--- src/rtl/spi_send_pkg.sv ---
// Shared definitions for the SPI-slave transmit path (also used by the receive path).
package spi_send_pkg;

    // Transmit FSM states
    typedef enum logic [1:0] {
        ST_IDLE  = 2'd0,
        ST_LOAD  = 2'd1,
        ST_SHIFT = 2'd2,
        ST_DRAIN = 2'd3
    } spi_send_state_e;

    localparam int unsigned SPI_BITS_PER_BYTE     = 8;
    localparam logic [7:0]  SPI_IDLE_BYTE_DEFAULT = 8'hFF;
    // FIFO entry is {tlast, data}
    localparam int unsigned SPI_SEND_ENTRY_W      = SPI_BITS_PER_BYTE + 1;

endpackage

--- src/rtl/spi_send_fifo.sv ---
// Synchronous FIFO for the SPI transmit path. Pop and push on a full/empty
// FIFO are ignored; level/full/empty are derived from the registered level.
module spi_send_fifo #(
    parameter int unsigned WIDTH = 9,
    parameter int unsigned DEPTH = 16
) (
    input  logic                       clk,
    input  logic                       rst,
    input  logic                       push,
    input  logic [WIDTH-1:0]           din,
    input  logic                       pop,
    output logic [WIDTH-1:0]           dout,
    output logic                       full,
    output logic                       empty,
    output logic [$clog2(DEPTH):0]     level
);

    localparam int unsigned AW = $clog2(DEPTH);

    logic [WIDTH-1:0] mem_q [DEPTH];
    logic [AW-1:0]    wr_ptr_q, wr_ptr_d;
    logic [AW-1:0]    rd_ptr_q, rd_ptr_d;
    logic [AW:0]      level_q,  level_d;
    logic             do_push, do_pop;

    assign full    = (level_q == (AW+1)'(DEPTH));
    assign empty   = (level_q == '0);
    assign level   = level_q;
    assign dout    = mem_q[rd_ptr_q];
    assign do_push = push & ~full;
    assign do_pop  = pop & ~empty;

    // Pointer and level update
    always_comb begin
        wr_ptr_d = wr_ptr_q;
        rd_ptr_d = rd_ptr_q;
        level_d  = level_q;
        if (do_push) begin
            wr_ptr_d = wr_ptr_q + AW'(1);
        end
        if (do_pop) begin
            rd_ptr_d = rd_ptr_q + AW'(1);
        end
        case ({do_push, do_pop})
            2'b10:   level_d = level_q + (AW+1)'(1);
            2'b01:   level_d = level_q - (AW+1)'(1);
            default: level_d = level_q;
        endcase
    end

    // Pointer/level registers, flushed on reset
    always_ff @(posedge clk or posedge rst) begin
        if (rst) begin
            wr_ptr_q <= '0;
            rd_ptr_q <= '0;
            level_q  <= '0;
        end else begin
            wr_ptr_q <= wr_ptr_d;
            rd_ptr_q <= rd_ptr_d;
            level_q  <= level_d;
        end
    end

    // Storage array; contents are don't-care until written
    always_ff @(posedge clk) begin
        if (do_push) begin
            mem_q[wr_ptr_q] <= din;
        end
    end

endmodule

--- src/rtl/spi_send.sv ---
// SPI-slave transmit path (mode 0, MSB first). Bytes arrive over AXI-Stream,
// are buffered, and are shifted out on MISO as the external master clocks.
// spi_clk/spi_cs are oversampled in the axi_aclk domain.
// Optional: define SPI_SEND_UNDERRUN_CNT_EN to add underrun_cnt/underrun_clr.
module spi_send
    import spi_send_pkg::*;
#(
    parameter int unsigned FIFO_DEPTH  = 16,
    parameter logic [7:0]  IDLE_BYTE   = SPI_IDLE_BYTE_DEFAULT,
    parameter int unsigned SYNC_STAGES = 2
) (
    input  logic                          axi_aclk,
    input  logic                          axi_areset,
    input  logic [7:0]                    s_axis_tdata,
    input  logic                          s_axis_tvalid,
    output logic                          s_axis_tready,
    input  logic                          s_axis_tlast,
    input  logic                          spi_clk,
    input  logic                          spi_cs,
    output logic                          spi_miso,
    output logic                          spi_miso_oe,
    output logic [$clog2(FIFO_DEPTH):0]   fifo_level,
    output logic                          underrun
`ifdef SPI_SEND_UNDERRUN_CNT_EN
    ,
    input  logic                          underrun_clr,
    output logic [15:0]                   underrun_cnt
`endif
);

    localparam logic [3:0] BYTE_BITS = 4'(SPI_BITS_PER_BYTE);

    // Synchronisers and edge detection
    logic [SYNC_STAGES-1:0] sclk_sync_q, sclk_sync_d;
    logic [SYNC_STAGES-1:0] cs_sync_q,   cs_sync_d;
    logic sclk_d1_q, sclk_d1_d;
    logic cs_d1_q,   cs_d1_d;
    logic sclk_s, cs_s;
    logic sclk_rise, sclk_fall, cs_rise, cs_fall;

    // AXI-Stream side
    logic rdy_q, rdy_d;
    logic fifo_push, fifo_pop;
    logic [SPI_SEND_ENTRY_W-1:0] fifo_dout;
    logic fifo_full, fifo_empty;

    // Transmit FSM
    spi_send_state_e state_q, state_d;
    logic [7:0] shift_q,    shift_d;
    logic [3:0] bit_cnt_q,  bit_cnt_d;
    logic       last_q,     last_d;
    logic       oe_q,       oe_d;
    logic       miso_q,     miso_d;
    logic       underrun_q, underrun_d;
    logic       load_byte;

    assign sclk_s    = sclk_sync_q[SYNC_STAGES-1];
    assign cs_s      = cs_sync_q[SYNC_STAGES-1];
    assign sclk_rise =  sclk_s & ~sclk_d1_q;
    assign sclk_fall = ~sclk_s &  sclk_d1_q;
    assign cs_rise   =  cs_s   & ~cs_d1_q;
    assign cs_fall   = ~cs_s   &  cs_d1_q;

    assign s_axis_tready = rdy_q & ~fifo_full;
    assign fifo_push     = s_axis_tvalid & s_axis_tready;

    assign spi_miso    = miso_q;
    assign spi_miso_oe = oe_q;
    assign underrun    = underrun_q;

    spi_send_fifo #(
        .WIDTH (SPI_SEND_ENTRY_W),
        .DEPTH (FIFO_DEPTH)
    ) u_fifo (
        .clk   (axi_aclk),
        .rst   (axi_areset),
        .push  (fifo_push),
        .din   ({s_axis_tlast, s_axis_tdata}),
        .pop   (fifo_pop),
        .dout  (fifo_dout),
        .full  (fifo_full),
        .empty (fifo_empty),
        .level (fifo_level)
    );

    // Synchroniser shift and edge-detect next values
    always_comb begin
        sclk_sync_d = {sclk_sync_q[SYNC_STAGES-2:0], spi_clk};
        cs_sync_d   = {cs_sync_q[SYNC_STAGES-2:0],   spi_cs};
        sclk_d1_d   = sclk_s;
        cs_d1_d     = cs_s;
        rdy_d       = 1'b1;
    end

    // Synchroniser, edge-detect and ready-enable registers
    always_ff @(posedge axi_aclk or posedge axi_areset) begin
        if (axi_areset) begin
            sclk_sync_q <= '0;
            cs_sync_q   <= '0;
            sclk_d1_q   <= 1'b0;
            cs_d1_q     <= 1'b0;
            rdy_q       <= 1'b0;
        end else begin
            sclk_sync_q <= sclk_sync_d;
            cs_sync_q   <= cs_sync_d;
            sclk_d1_q   <= sclk_d1_d;
            cs_d1_q     <= cs_d1_d;
            rdy_q       <= rdy_d;
        end
    end

    // FSM next state; LOAD and a mid-frame byte boundary share the reload path
    always_comb begin
        state_d    = state_q;
        shift_d    = shift_q;
        bit_cnt_d  = bit_cnt_q;
        last_d     = last_q;
        underrun_d = 1'b0;
        fifo_pop   = 1'b0;
        load_byte  = 1'b0;

        if (cs_fall) begin
            state_d   = ST_IDLE;
            bit_cnt_d = '0;
        end else begin
            case (state_q)
                ST_IDLE: begin
                    if (cs_rise) begin
                        state_d = ST_LOAD;
                    end
                end
                ST_LOAD: begin
                    load_byte = 1'b1;
                    state_d   = ST_SHIFT;
                end
                ST_SHIFT, ST_DRAIN: begin
                    if (sclk_rise && (bit_cnt_q < BYTE_BITS)) begin
                        bit_cnt_d = bit_cnt_q + 4'd1;
                    end
                    if (sclk_fall) begin
                        if (bit_cnt_q < BYTE_BITS) begin
                            shift_d = {shift_q[6:0], 1'b0};
                        end else if ((state_q == ST_DRAIN) || last_q) begin
                            state_d   = ST_DRAIN;
                            shift_d   = IDLE_BYTE;
                            bit_cnt_d = '0;
                        end else begin
                            load_byte = 1'b1;
                        end
                    end
                end
                default: state_d = ST_IDLE;
            endcase
        end

        if (load_byte) begin
            bit_cnt_d = '0;
            if (!fifo_empty) begin
                fifo_pop = 1'b1;
                shift_d  = fifo_dout[7:0];
                last_d   = fifo_dout[8];
            end else begin
                shift_d    = IDLE_BYTE;
                last_d     = 1'b0;
                underrun_d = 1'b1;
            end
        end

        oe_d   = (state_d == ST_SHIFT) || (state_d == ST_DRAIN);
        miso_d = oe_d ? shift_d[7] : 1'b0;
    end

    // FSM and registered outputs
    always_ff @(posedge axi_aclk or posedge axi_areset) begin
        if (axi_areset) begin
            state_q    <= ST_IDLE;
            shift_q    <= '0;
            bit_cnt_q  <= '0;
            last_q     <= 1'b0;
            oe_q       <= 1'b0;
            miso_q     <= 1'b0;
            underrun_q <= 1'b0;
        end else begin
            state_q    <= state_d;
            shift_q    <= shift_d;
            bit_cnt_q  <= bit_cnt_d;
            last_q     <= last_d;
            oe_q       <= oe_d;
            miso_q     <= miso_d;
            underrun_q <= underrun_d;
        end
    end

`ifdef SPI_SEND_UNDERRUN_CNT_EN
    logic [15:0] ucnt_q, ucnt_d;

    assign underrun_cnt = ucnt_q;

    // Saturating underrun counter; clear wins over increment
    always_comb begin
        ucnt_d = ucnt_q;
        if (underrun_clr) begin
            ucnt_d = '0;
        end else if (underrun_q && (ucnt_q != '1)) begin
            ucnt_d = ucnt_q + 16'd1;
        end
    end

    // Underrun counter register
    always_ff @(posedge axi_aclk or posedge axi_areset) begin
        if (axi_areset) begin
            ucnt_q <= '0;
        end else begin
            ucnt_q <= ucnt_d;
        end
    end
`endif

endmodule

--- config.mk ---
export PLATFORM = sky130hd
export DESIGN_NAME = spi_send
export DESIGN_NICKNAME = d
export VERILOG_FILES = /design/src/rtl/spi_send_pkg.sv /design/src/rtl/spi_send_fifo.sv /design/src/rtl/spi_send.sv
export SDC_FILE = /design/constraint.sdc
export NUM_CORES = 1
export LEC_CHECK = 0
export BUFFER_PORTS_ARGS = -buffer_cell sky130_fd_sc_hd__buf_2
export CAP_MARGIN = 10
export CORE_MARGIN = 2
export CORE_UTILIZATION = 60
export DETAILED_ROUTE_END_ITERATION = 8
export HOLD_SLACK_MARGIN = 0.1
export PLACE_DENSITY = 0.87
export SLEW_MARGIN = 10
export SYNTH_ARGS = -nofsm -noshare
export SYNTH_HDL_FRONTEND = slang
export SYNTH_SLANG_ARGS = --single-unit
--- constraint.sdc ---
create_clock -name axi_aclk -period 5.5 [get_ports axi_aclk]
set_clock_uncertainty 0.15 [all_clocks]
set_input_delay 1.1 -clock axi_aclk [delete_from_list [all_inputs] [get_ports axi_aclk]]
set_output_delay 1.1 -clock axi_aclk [all_outputs]
set_load 0.01 [all_outputs]
==> run summary, run 1 <==
The post-detailed-route count of antenna-violating nets came out at 0. The total congestion overflow is 0. The number of max-cap violations is 0. Setup repair after global routing left no endpoint under its margin. The first-pass iteration count of the detailed router came out at 5. In this run, synthesis inferred roughly 140 flip-flops with an integrated enable. The areal power density over the cells came out at 485.0 mW/mm².

The area growth from synthesis to layout is 10.29%. The flow ran to the end, and the final reports show no timing, DRC or antenna violations. The analysis attributes to cell leakage a power of between 2 and 3 nW.

After clock tree synthesis, the clock-pin slew on the worst setup and hold paths is approximately 60 ps. The startpoint identified for the worst register-to-register timing path is u_fifo.level[2]. The cell count after synthesis came out at 405. The net count of the finished layout came out at 454. Global routing consumed, over all layers together, roughly a quarter of the routing resources.

The number of cell rows came out at 40. The overall power consumption is between 0.003 and 0.004 W. The die area is approximately 0.013 mm². The summed negative setup slack over all endpoints came out at 0 ps. Walking the worst path, the cells encountered are or4_4 > o21a_1 > and2_1 > inv_2 > ha_1 > xor2_1 > ha_1 > nand2_1 > nor2_1 > o21ai_0 > a31oi_1 > xnor2_1. The top achievable clock speed came out at around 0.31 GHz. The cell that appears most often on the critical path is sky130_fd_sc_hd__ha_1.

The worst-case IR drop observed on VDD is around 0.25 mV. The number of max-slew violations in the final report was 0. The critical path in this run is classified as flop to flop.

The delay of the slowest cell on the worst path is 550 ps. Summing over every cut layer, the via total after detailed routing is 3866. The deepest clock path buffer count came out at 2. The net count of the mapped netlist came out at 428. In the layout the commonest cells are sky130_fd_sc_hd__edfxtp_1 (144), sky130_fd_sc_hd__dfrtp_1 (37), sky130_fd_sc_hd__mux4_2 (35). The family with the most delay on the worst path is simple AND/OR/NAND/NOR gates. In this run the most critical hold path is launched from cs_sync_q[0]. The number of buffers and inverters on the critical path is 1. The clock root buffer is sky130_fd_sc_hd__clkbuf_16.

The register bit count reported by yosys is approximately 180. In this run, the number of DRC markers left after iteration 0 of detailed routing was approximately 630. After synthesis, the share of flip-flops with an asynchronous set or reset is between 20% and 30%. The path class of the tightest hold or removal check is flop to flop. The count of boundary I/O pins is 23. The post-route clock period utilization is 58.77%. The largest individual stage delay along the critical path comes from the cell sky130_fd_sc_hd__or4_4.

For this run, the leading register cell type out of synthesis is sky130_fd_sc_hd__edfxtp_1. TritonCTS built the clock tree. The final wirelength came out at ~14000 µm. The DRC violation count after routing is 0. Leaving out fill and tap cells, the most frequent cell in the layout is sky130_fd_sc_hd__edfxtp_1.

The number of vias per cell is between 6 and 7. The final number of hold-violating endpoints is 0. Hold is met by between 200 and 250 ps.

Setup violations remaining at the end of the flow were counted as 0. Buffers placed on the I/O ports in this run total 22. The first global-routing pass estimated between 20000 and 25000 µm of wire. The overall die width is 114.2 µm. The clock insertion delay at the later pin of the skew report came out at about 420 ps. In this run the vertical extent of the chip is 114.2 µm.

The count of cell types in the netlist came out at 47. The sort of element at the end of the critical path is a flop. The netlist area before placement is between 0.007 and 0.008 mm². The area after detailed placement came out at approximately 0.0075 mm². The setup check on the worst reg-to-reg path leaves a slack of 2270 ps. The number of post-CTS setup repair buffers is 0.

The ratio of cells with drive above 1 in the final layout came out at 20.50%. The origin of the worst setup path is u_fifo.level[2]. The total of hold buffers inserted after clock tree synthesis is 0. The starting density of the core came out at around three fifths. The weighted congestion reported at the end of routability-driven placement came out at ~0.81. The number of global-route vias before repair is approximately 3900. Clock tree synthesis found a total of 182 sinks. Summing the sequential cell areas from Yosys gives 72.39% of the chip area. The clock tree synthesis step divided the H-tree into 4 levels.

The worst setup path is launched from a flop. The number of placed instances with taps included is roughly 560. In this run the worst path has a maximum fanout of 9.

The initial antenna violation count is 0. The worst pin sits at a relative slew slack of between 10% and 20%. The detailed placer's ending HPWL is roughly 8900 µm. STA puts the critical path data required time at approximately 5700 ps. The number of CTS-inserted buffers came out at 17. The count of synthesis-stage warnings from yosys is 0.

The final routed wire length divided by cell count came out at approximately 24 µm. After clock tree synthesis, the repair step resized 0 gates. The mean post-synth cell area is between 15 and 20 µm². Leaving out filler cells and counting taps, the final layout contains approximately 600. Subtracting the final worst setup slack from the clock period gives around 3200 ps. The number of diodes added for antenna fixing is 0.

Entering global routing, the biggest net connects 29 pins. The final instance area came out at between 0.008 and 0.009 mm². The transition time at the pin with the least slew margin is around 1200 ps. The area of the core is around 0.012 mm². At the worst endpoint, the arrival time is approximately 3400 ps.
==> cell type report <==
| cell class | count | area, µm² |
|---|---|---|
| sequential | 182 | 5276 |
| fill | 752 | 3875 |
| multi-input combinational | 199 | 1894 |
| clock buffer | 22 | 444.2 |
| tap | 147 | 183.9 |
| timing repair buffer | 25 | 132.6 |
| clock inverter | 10 | 82.58 |
| inverter | 6 | 22.52 |
==> per-layer routing <==
| layer | vias to the layer above | track usage (%) | share of wire (%) | routed length [µm] |
|---|---|---|---|---|
| met1 | 1970 | 31.49 | 40 | 5803 |
| met4 | 0 | 12.03 | 3.1 | 455 |
| met5 | - | 0 | 0 | 0 |
| li1 | 1650 | - | - | - |
| met3 | 39 | 5.770 | 6.1 | 883 |
| met2 | 207 | 38.06 | 51 | 7302 |
==> state kept, by name, summed over array words and instances (netlist names) <==
signal	flops
u_fifo.mem_q	144
spi_miso	1
rdy_q	1
shift_q	8
cs_d1_q	1
u_fifo.rd_ptr_q	4
sclk_sync_q	2
last_q	1
spi_miso_oe	1
sclk_d1_q	1
underrun	1
u_fifo.level	5
u_fifo.wr_ptr_q	4
state_q	2
bit_cnt_q	4
cs_sync_q	2
==> per-stage QoR <==
stage	utilization, %	worst slack (ps)
floorplan	-	2417
global placement	63.05	2497
detailed placement	63.05	2295
CTS	67.47	2278
global route	67.47	2014
finish	67.47	2268
==> synth_stat cells (5+ instances only) <==
cell type / count / area share (%)
sky130_fd_sc_hd__a21oi_1: 12 / 0.82
sky130_fd_sc_hd__xnor2_1: 9 / 1.1
sky130_fd_sc_hd__a31oi_1: 8 / 0.69
sky130_fd_sc_hd__nor2b_1: 8 / 0.69
sky130_fd_sc_hd__buf_2: 7 / 0.48
sky130_fd_sc_hd__nand2_1: 11 / 0.57
sky130_fd_sc_hd__nor2_1: 15 / 0.77
sky130_fd_sc_hd__and3_1: 5 / 0.43
sky130_fd_sc_hd__and2_1: 17 / 1.5
sky130_fd_sc_hd__mux4_2: 35 / 11
sky130_fd_sc_hd__dfrtp_1: 38 / 13
sky130_fd_sc_hd__edfxtp_1: 144 / 59
sky130_fd_sc_hd__o21ai_0: 6 / 0.41
sky130_fd_sc_hd__o22ai_1: 6 / 0.52
sky130_fd_sc_hd__a22oi_1: 11 / 1.1
sky130_fd_sc_hd__ha_1: 9 / 1.5
sky130_fd_sc_hd__nand2b_1: 5 / 0.43
sky130_fd_sc_hd__inv_1: 5 / 0.26
sky130_fd_sc_hd__xor2_1: 5 / 0.60
sky130_fd_sc_hd__clkbuf_1: 5 / 0.26
==> logic make-up after synthesis <==
kind of cell / after synthesis / share of synthesized area [%]
mux: 42 / 11.85
buf+inv: 24 / 1.614
fa+ha+maj: 9 / 1.545
xor+xnor: 14 / 1.683
flops: 182 / 72.39
compound gates: 53 / 4.688
simple gates: 80 / 6.181
other cells: 1 / 0.05146
==> final timing paths <==
| check | to | cells past startpoint |
|---|---|---|
| worst max-delay path | u_fifo.level[4] | 12 |
| worst min-delay path | cs_sync_q[1] | 0 |
| worst max register to register | u_fifo.level[4] | 12 |
| worst min register to register | cs_sync_q[1] | 0 |
| max in group asynchronous | u_fifo.rd_ptr_q[0] | 3 |
| min in group asynchronous | sclk_sync_q[0] | 2 |
==> worst reg2reg max path, cell delays in order, from the launching register on <==
cell and delay [ps]:
sky130_fd_sc_hd__dfrtp_1 490, sky130_fd_sc_hd__or4_4 550, sky130_fd_sc_hd__o21a_1 190, sky130_fd_sc_hd__and2_1 250, sky130_fd_sc_hd__inv_2 130, sky130_fd_sc_hd__ha_1 360, sky130_fd_sc_hd__xor2_1 190, sky130_fd_sc_hd__ha_1 210
sky130_fd_sc_hd__nand2_1 80, sky130_fd_sc_hd__nor2_1 90, sky130_fd_sc_hd__o21ai_0 80, sky130_fd_sc_hd__a31oi_1 230, sky130_fd_sc_hd__xnor2_1 150
==> where the power goes <==
group / total (W) / internal [W] / switching (W)
sequential: 0.00187 / 0.00164 / 0.000225
combinational: 0.000945 / 0.000463 / 0.000483
clock: 0.00109 / 0.000617 / 0.000469
(Power assumes the default switching activity.)
==> run 2, diff against run 1 <==
CORE_UTILIZATION = 55   (was 60)
PLACE_DENSITY = 0.85   (was 0.87)
clock period = 2.85 ns   (was 5.5 ns; I/O delays follow)
==> run summary, run 2 (synthesized netlist as in run 1, its figures left out) <==
The number of max-cap violations is 0. Of the cells placed in the final design, the portion with a size suffix greater than 1 is between 20% and 30%. The first global-routing pass estimated about 24000 µm of wire. The final wirelength is 15190 µm.

The origin of the worst setup path is u_fifo.level[0]. The final core utilization is a little under two thirds. TritonCTS created 17 clock buffers.

The flow ran to the end, and the final reports show no timing, DRC or antenna violations. The final routed wire length divided by cell count is 23.84 µm. The maximum fanout along the worst path came out at 5. The detailed placer's ending HPWL is 8910 µm. The post-route minimum period is approximately 2700 ps. The die boundary height came out at 119.1 µm. Leaving out fill and tap cells, the most frequent cell in the layout is sky130_fd_sc_hd__edfxtp_1. The summed negative setup slack over all endpoints is 0 ps.

The launching point of the worst reg2reg path is u_fifo.level[0]. The count of endpoints failing setup in the final report is 0. The DRC violation count after routing came out at 0. The initial antenna violation count is 0.

The maximum number of pins on one net before global-route repair is 30. The worst hold path begins at cs_sync_q[0]. The area after detailed placement came out at between 0.007 and 0.008 mm².

For this design, the sink count on the clock tree is 182. The worst setup path is of the flop to flop kind. The clock insertion delay at the later pin of the skew report is 430 ps. The final number of hold-violating endpoints came out at 0. The transition time at the pin with the least slew margin came out at approximately 900 ps.

The net count of the finished layout is 471. The signal arrival time at the worst endpoint came out at between 2000 and 3000 ps. CTS placed an instance of sky130_fd_sc_hd__clkbuf_16 at the clock tree root. The count of boundary I/O pins came out at 23.

The overall die width is approximately 120 µm. The areal power density over the cells is ~940 mW/mm². The path class of the tightest hold or removal check is flop to flop. Routability-driven placement finished with a final weighted congestion of roughly 0.8. The first-pass iteration count of the detailed router came out at 5. Setup repair after global routing could not meet its margin everywhere. The total vias in the final route is between 3000 and 4000.

Global routing finished with a remaining overflow of 0. The area growth from synthesis to final layout is 13.84%. The number of H-tree levels came out at 4. The CTS clock-pin slew for the worst setup and hold paths came out at about 60 ps. The count of cells along the worst register-to-register path came out at 12. The number of global-route vias before repair is just over 4000. The count of fill cells added during filler insertion is 875. The worst path uses 96.13% of the clock period. The number of max-slew violations in the final report is 0. For this configuration, the core starts out at a cell density of 55.69%. The flip-flop count of the largest register after layout came out at between 100 and 150. The required time of the critical path came out at 3050 ps. The peak ir drop on the vdd network is 0.5631 mV. The deepest clock path buffer count is 2.

STA classifies the critical path startpoint as a flop. The total global routing track utilization came out at a little under a quarter. The worst setup path is captured at a flop. In this run the static leakage power is roughly 2.9 nW. The die area is about 0.014 mm². The final instance area is between 0.008 and 0.009 mm². For this run, the top clock speed supported by timing is between 0.3 and 0.4 GHz. The number of cell rows came out at 42. The area of the core is between 0.01 and 0.015 mm². The number of vias per cell came out at about 6.1. TritonCTS built the clock tree. The number of antenna diodes in the final layout is 0.

Leaving out fill and tap cells, the most frequent cells in the layout are sky130_fd_sc_hd__edfxtp_1 (144), sky130_fd_sc_hd__mux4_2 (35), sky130_fd_sc_hd__dfrtp_1 (35). The worst-case headroom to the max-slew limit came out at approximately 40%. The count of buffers inserted at the top-level ports came out at 22. u_fifo.mem_q holds more flip-flops than any other register. In this run the remaining antenna-violating nets after routing total 0. The detailed router finished its first iteration with just over 400 violations. The overall power consumption is a little under 0.008 W. Along the worst hold path, the cell count comes to 0.
run 2: cell types whose count changed in the layout (fill, tap and decap cells not counted), sizes merged:
cell         change
clkbuf           -5
inv              +5
buf             +14
clkinvlp         -1
dlygate4sd3      +3
clkinv           +1
run 2: layout make-up:
class                           instances  area (µm²)  area share, %
Inverter                                6       25.02         0.3017
Clock inverter                         15       148.9          1.795
Timing Repair Buffer                   42       280.3          3.379
Sequential cell                       182        5279          63.63
Clock buffer                           17       425.4          5.128
Multi-Input combinational cell        199        1917          23.11
Tap cell                              176       220.2          2.655
run 2: through the flow:
step | cells | setup slack, ps | hold slack (ps)
after floorplan | 405 | -49.89 | 181.2
after global placement | 598 | 185.2 | 193.9
after detailed placement | 598 | 106.5 | 192.5
after CTS | 633 | 49.43 | 214.7
after global routing | 637 | -26.11 | 219.7
final | 637 | 110.3 | 212.6
run 2: critical path: stages, from the launching register on:
cell and delay [ps]:
sky130_fd_sc_hd__dfrtp_2 400, sky130_fd_sc_hd__or4_4 560, sky130_fd_sc_hd__o21a_1 240, sky130_fd_sc_hd__and2_4 160
sky130_fd_sc_hd__inv_4 70, sky130_fd_sc_hd__ha_4 150, sky130_fd_sc_hd__xor2_1 170, sky130_fd_sc_hd__ha_2 210
sky130_fd_sc_hd__nand2_1 50, sky130_fd_sc_hd__nor2_1 90, sky130_fd_sc_hd__o21ai_1 60, sky130_fd_sc_hd__a31oi_1 210
sky130_fd_sc_hd__xnor2_1 140
run 2: power by group:
part / internal (W) / total [W] / switching (W)
clock network: 0.00123 / 0.00225 / 0.00103
logic: 0.000992 / 0.00203 / 0.00104
registers: 0.00317 / 0.00353 / 0.000363
total: 0.00539 / 0.00781 / 0.00243
run 2: what timing repair did:
item | in CTS | in global routing
setup endpoints to repair | 0 | 3
hold endpoints to repair | 11 | 0
hold buffers | 3 | 0
resized for setup | 0 | 2
setup buffers | 0 | 4
run 2: final timing paths:
kind / end / slack, ps
setup / recovery: u_fifo.level[4] / 110
hold / removal: cs_sync_q[1] / 210
setup reg to reg: u_fifo.level[4] / 110
hold reg to reg: cs_sync_q[1] / 210
max in group asynchronous: u_fifo.rd_ptr_q[0] / 1320
min in group asynchronous: u_fifo.wr_ptr_q[0] / 510
run 2: per-layer routing:
metal / GRT usage (%) / part of all wire, % / vias up
li1: - / - / 1689
met1: 29.48 / 39 / 2016
met2: 38.54 / 53 / 158
met3: 6.034 / 6.1 / 23
met4: 8.036 / 2.0 / 0
met5: 0 / 0 / -
